**config.mk**
```make
export PLATFORM = sky130hd
export DESIGN_NAME = pipe_stage_buf
export DESIGN_NICKNAME = d
export VERILOG_FILES = /design/src/rtl/pipe_stage_buf.sv
export SDC_FILE = /design/constraint.sdc
export NUM_CORES = 1
export LEC_CHECK = 0
export ABC_AREA = 1
export CAP_MARGIN = 20
export CORE_ASPECT_RATIO = 0.7
export CORE_UTILIZATION = 42
export DETAILED_ROUTE_END_ITERATION = 12
export HOLD_SLACK_MARGIN = 0.08
export PLACE_DENSITY = 0.79
export SLEW_MARGIN = 20
export SYNTH_ARGS = -nofsm -noshare
export SYNTH_HDL_FRONTEND = slang
export SYNTH_SLANG_ARGS = --single-unit
```
**constraint.sdc**
```tcl
create_clock -name clk -period 1.3 [get_ports clk]
set_input_delay 0.26 -clock clk [delete_from_list [all_inputs] [get_ports clk]]
set_output_delay 0.26 -clock clk [all_outputs]
set_load 0.01 [all_outputs]
```
**src/rtl/pipe_stage_buf.sv**
```systemverilog
`default_nettype none
// ============================================================================
// Module   : pipe_stage_buf
// Desc     : Valid/ready pipeline stage register with synchronous flush to a
//            bubble payload. Define PIPE_STAGE_BUF_SKID_EN for a two-entry
//            skid buffer with registered s_ready_o.
// Revision : 1.0 - initial release
// ============================================================================
module pipe_stage_buf #(
  parameter int unsigned      WIDTH       = 32,
  parameter logic [WIDTH-1:0] RST_PAYLOAD = '0
) (
  input  logic             clk,
  input  logic             rst,
  input  logic             flush_i,
  input  logic             s_valid_i,
  output logic             s_ready_o,
  input  logic [WIDTH-1:0] s_data_i,
  output logic             m_valid_o,
  input  logic             m_ready_i,
  output logic [WIDTH-1:0] m_data_o
);

  logic             w_push;
  logic             w_pop;
  logic [WIDTH-1:0] r_main;
  logic [WIDTH-1:0] w_main_nxt;

  assign w_push   = s_valid_i && s_ready_o;
  assign w_pop    = m_valid_o && m_ready_i;
  assign m_data_o = r_main;

`ifdef PIPE_STAGE_BUF_SKID_EN

  localparam logic [1:0] S_EMPTY = 2'b00;
  localparam logic [1:0] S_ONE   = 2'b01;
  localparam logic [1:0] S_TWO   = 2'b10;

  logic [1:0]       r_state;
  logic [1:0]       w_state_nxt;
  logic [WIDTH-1:0] r_skid;
  logic [WIDTH-1:0] w_skid_nxt;
  logic             r_ready;

  // Skid only ever fills from ONE when downstream stalls; main is the sole output.
  always_comb begin
    w_state_nxt = r_state;
    w_main_nxt  = r_main;
    w_skid_nxt  = r_skid;
    if (flush_i) begin
      w_state_nxt = S_EMPTY;
      w_main_nxt  = RST_PAYLOAD;
      w_skid_nxt  = RST_PAYLOAD;
    end else begin
      case (r_state)
        S_EMPTY: begin
          if (w_push) begin
            w_main_nxt  = s_data_i;
            w_state_nxt = S_ONE;
          end
        end
        S_ONE: begin
          if (w_push && w_pop) begin
            w_main_nxt = s_data_i;
          end else if (w_pop) begin
            w_state_nxt = S_EMPTY;
          end else if (w_push) begin
            w_skid_nxt  = s_data_i;
            w_state_nxt = S_TWO;
          end
        end
        S_TWO: begin
          if (w_pop) begin
            w_main_nxt  = r_skid;
            w_state_nxt = S_ONE;
          end
        end
        default: begin
          w_state_nxt = S_EMPTY;
          w_main_nxt  = RST_PAYLOAD;
          w_skid_nxt  = RST_PAYLOAD;
        end
      endcase
    end
  end

  always_ff @(posedge clk or posedge rst) begin
    if (rst) begin
      r_state <= S_EMPTY;
      r_main  <= RST_PAYLOAD;
      r_skid  <= RST_PAYLOAD;
      r_ready <= 1'b1;
    end else begin
      r_state <= w_state_nxt;
      r_main  <= w_main_nxt;
      r_skid  <= w_skid_nxt;
      r_ready <= (w_state_nxt != S_TWO);
    end
  end

  assign s_ready_o = r_ready;
  assign m_valid_o = (r_state != S_EMPTY);

`else

  localparam logic [0:0] S_EMPTY = 1'b0;
  localparam logic [0:0] S_FULL  = 1'b1;

  logic [0:0] r_state;
  logic [0:0] w_state_nxt;

  // A pop without a push empties the stage but leaves the last payload visible.
  always_comb begin
    w_state_nxt = r_state;
    w_main_nxt  = r_main;
    if (flush_i) begin
      w_state_nxt = S_EMPTY;
      w_main_nxt  = RST_PAYLOAD;
    end else if (w_push) begin
      w_state_nxt = S_FULL;
      w_main_nxt  = s_data_i;
    end else if (w_pop) begin
      w_state_nxt = S_EMPTY;
    end
  end

  always_ff @(posedge clk or posedge rst) begin
    if (rst) begin
      r_state <= S_EMPTY;
      r_main  <= RST_PAYLOAD;
    end else begin
      r_state <= w_state_nxt;
      r_main  <= w_main_nxt;
    end
  end

  assign s_ready_o = m_ready_i || !m_valid_o;
  assign m_valid_o = (r_state == S_FULL);

`endif

endmodule
`default_nettype wire

```
==> impl_metrics.py <==
metrics = {
    "timing": {
        "period_share_pct": 97.9,
        "hold_violations": 0,
        "setup_violations": 0,
        "slew_viol_final": 0,
        "worstMarginPinSlew_ns": 0.429,
        "worst_slack_ns": 0.0274,
        "setup-tns-final_ns": 0,
        "rsz0062_at_grt": "true",
        "finClkSkew_ns": 0.00650,
        "fmax_mhz": 786,
        "slew_headroom_pct": 71.4,
        "fin_crit_ns": 1.27,
        "hold_ws_ns": 0.308,
    },
    "synth": {
        "synth_edf_count": 0,
        "synth_adder_area_share_pct": 0,
        "synthXorXnorAreaFrac_pct": 0,
        "async_reset_ff_share_pct": 100,
        "yosys.cell_count.top_type": "dfrtp_1",
        "netlist_instances": 152,
        "yosys.area_share.simple_pct": 39.5,
        "synth_cell_type_count": 16,
        "synth_compound_area_share_pct": 0.299,
        "yosys-mux-area-fraction_pct": 0,
        "synth_top_area_cell": "dfrtp_1",
        "synth_top_area_share_pct": 49.3,
        "synth_ff_type": "dfrtp_1",
        "syn_area_mm2": 0.00167,
        "avgSynthCellArea_um2": 11.0,
        "yosys_warnings": 0,
        "yosysSeqAreaShare_pct": 49.3,
        "yosys-top-cells-area": "dfrtp_1 49%, nand3_2 18%, nand4_1 12%, nand2_1 7.2%, buf_12 3.6%",
        "ys_ff_latch": 33,
        "synth_top_family_by_area": "simple AND/OR/NAND/NOR gates",
        "syn_nets": 189,
        "netlist_top_cells_count": "33 x dfrtp_1, 32 x nand2_1, 32 x nand4_1, 30 x nand3_2, 7 x buf_4",
    },
    "pwr": {
        "p_total_w": 0.00260,
        "swShare_pct": 24.8,
        "p_switching_w": 0.000646,
        "seqPwrFrac_pct": 43.4,
        "ir_drop_mv": 0.823,
        "p_int_w": 0.00196,
        "comb_power_share_pct": 18.6,
        "power.density_mw_per_mm2": 1040,
        "clkPwrFrac_pct": 38.0,
        "leakage_nw": 1.27,
    },
    "drt": {
        "drt_first_pass_iters": 4,
        "avgRoutedWirePerCell_um": 15.0,
        "drt_iter0_drc": 40,
        "vias": 1417,
        "routed_wl_um": 4110,
        "drc": 0,
        "detail-route-antenna-nets": 0,
        "viasPerCell": 5.17,
    },
    "worst_setup_path": {
        "crit_type": "flip-flop to output pin",
        "cp.required_ns": 1.04,
        "cp_cell_sequence": "buf_4 -> nand2_4 -> buf_2",
        "critPathMaxStageDelay_ns": 0.39,
        "critPathBufInv": 2,
        "startpoint_type": "flip-flop",
        "crit_fanout": 2,
        "worstSetupEndpointType": "output pin",
        "path_delay_family": "flip-flops",
        "cp_slowest_cell": "dfrtp_1",
        "cp_data_arrival_time_ns": 1.01,
    },
    "global_routing": {
        "grt_pass1_vias": 1378,
        "grt_max_degree": 34,
        "track_usage_pct": 21.0,
        "grt_pass1_wl_um": 6560,
        "gr-total-overflow": 0,
        "antenna_found_initial": 0,
    },
    "floorplanning": {
        "pin_count": 71,
        "num_rows": 18,
        "dieArea_mm2": 0.00425,
        "die_w_um": 77.5,
        "start_util_pct": 45.6,
        "core_area_mm2": 0.00367,
        "fp.dieH_um": 54.8,
    },
    "cells_and_area": {
        "drive_gt1_share_pct": 23.2,
        "area_growth_pct": 49.3,
        "num_antenna_cells": 0,
        "nNetsFinal": 260,
    },
    "cts": {
        "htreeDepth": 2,
        "path_clk_slew_ns": 0.07,
        "cts_tree": "yes",
        "cts-root-buf": "clkbuf_8",
        "numCtsBuffers": 5,
        "max-clock-path-buffers": 2,
        "insertion_delay_ns": 0.28,
        "numClockSinks": 33,
        "holdBufCountCts": 0,
    },
    "run_status": {
        "status": "finished, final reports clean",
    },
    "job": {
        "maxCapViolCount": 0,
    },
    "placed_design": {
        "port_buffers": 70,
        "pre_cts_ws_ns": -0.329,
        "dp_hpwl_um": 2870,
        "place_congestion": 0.690,
    },
    "hold_path": {
        "hold_class": "input pin to async pin",
    },
}
==> sequential cells by signal, summed over array words and instances (netlist names) <==
name / cells
m_data_o: 32
m_valid_o: 1
==> final timing paths <==
path | from | endpoint | slack (ns) | cells past startpoint
setup / recovery | m_valid_o | s_ready_o | 0.03 | 3
hold / removal | rst | m_data_o[2] | 0.31 | 3
setup reg to reg | m_valid_o | m_data_o[30] | 0.07 | 6
hold reg to reg | m_data_o[19] | m_data_o[19] | 0.50 | 2
max in group asynchronous | rst | m_data_o[27] | 0.81 | 3
min in group clk | m_data_o[19] | m_data_o[19] | 0.50 | 2
==> kinds of logic (layout without fill, tap and decap cells) <==
group                  count (synthesis)  count (layout)
AND/OR/NAND/NOR                       98              99
flip-flops                            33              33
buffers and inverters                 20              91
AO/OA/AOI/OAI                          1               1
==> routing by layer <==
metal | vias up | routed length [um] | global-route usage (%)
li1 | 682 | - | -
met1 | 681 | 1750 | 24.7
met2 | 47 | 2140 | 38.6
met3 | 7 | 175 | 4.67
met4 | 0 | 50 | 8.49
met5 | - | 0 | 0
==> what timing repair did <==
item | 4_1_cts | 5_1_grt
setup buffers | 1 | 0
gates resized for setup | 36 | 7
pin swaps | 1 | 0
hold endpoints to repair | 0 | 0
gates cloned | 1 | 0
endpoints found under the setup margin | 66 | 34
==> cell type report <==
type	count	area (um2)
multi-input cells	100	687
repair buffers	79	790
inverters	4	17.5
clock buffers	7	86.3
well taps	50	62.6
flip-flops and latches	33	826
clock inverters	1	30.0
fillers	300	1170
==> power by group through the flow <==
stage | logic [W] | registers, W | clock network, W
2_1_floorplan | 0.000221 | 0.00118 | 0
3_3_place_gp | 0.000499 | 0.00115 | 0
3_5_place_dp | 0.000514 | 0.00115 | 0
4_1_cts | 0.000486 | 0.00113 | 0.000999
5_1_grt | 0.000524 | 0.00114 | 0.00104
6_report | 0.000484 | 0.00113 | 0.000988
==> cells in the final DEF (no fill, tap or decap), drive strengths merged <==
| master | synthesis | routed |
|---|---|---|
| a21oi | 1 | 1 |
| buf | 15 | 10 |
| bufinv | 0 | 1 |
| clkbuf | 1 | 7 |
| clkdlybuf4s50 | 0 | 35 |
| dfrtp | 33 | 33 |
| dlygate4sd2 | 0 | 33 |
| dlymetal6s2s | 0 | 1 |
| inv | 4 | 4 |
| nand2 | 34 | 35 |
| nand3 | 32 | 32 |
| nand4 | 32 | 32 |
==> worst reg2reg max path, cell delays in order (launching register included) <==
cell and delay, ns:
dfrtp_1 0.39, buf_4 0.15, nand2_4 0.07, buf_8 0.19
nand2_8 0.17, nand3_2 0.10, nand2_1 0.06
==> per-stage QoR <==
stage | instance area, um2 | std cells | util (%)
floorplan | 1670 | 152 | -
global placement | 2380 | 264 | 64.9
detailed placement | 2380 | 264 | 64.9
CTS | 2490 | 274 | 67.8
global route | 2500 | 274 | 68.1
finish | 2500 | 274 | 68.1
(Power assumes the default switching activity.)
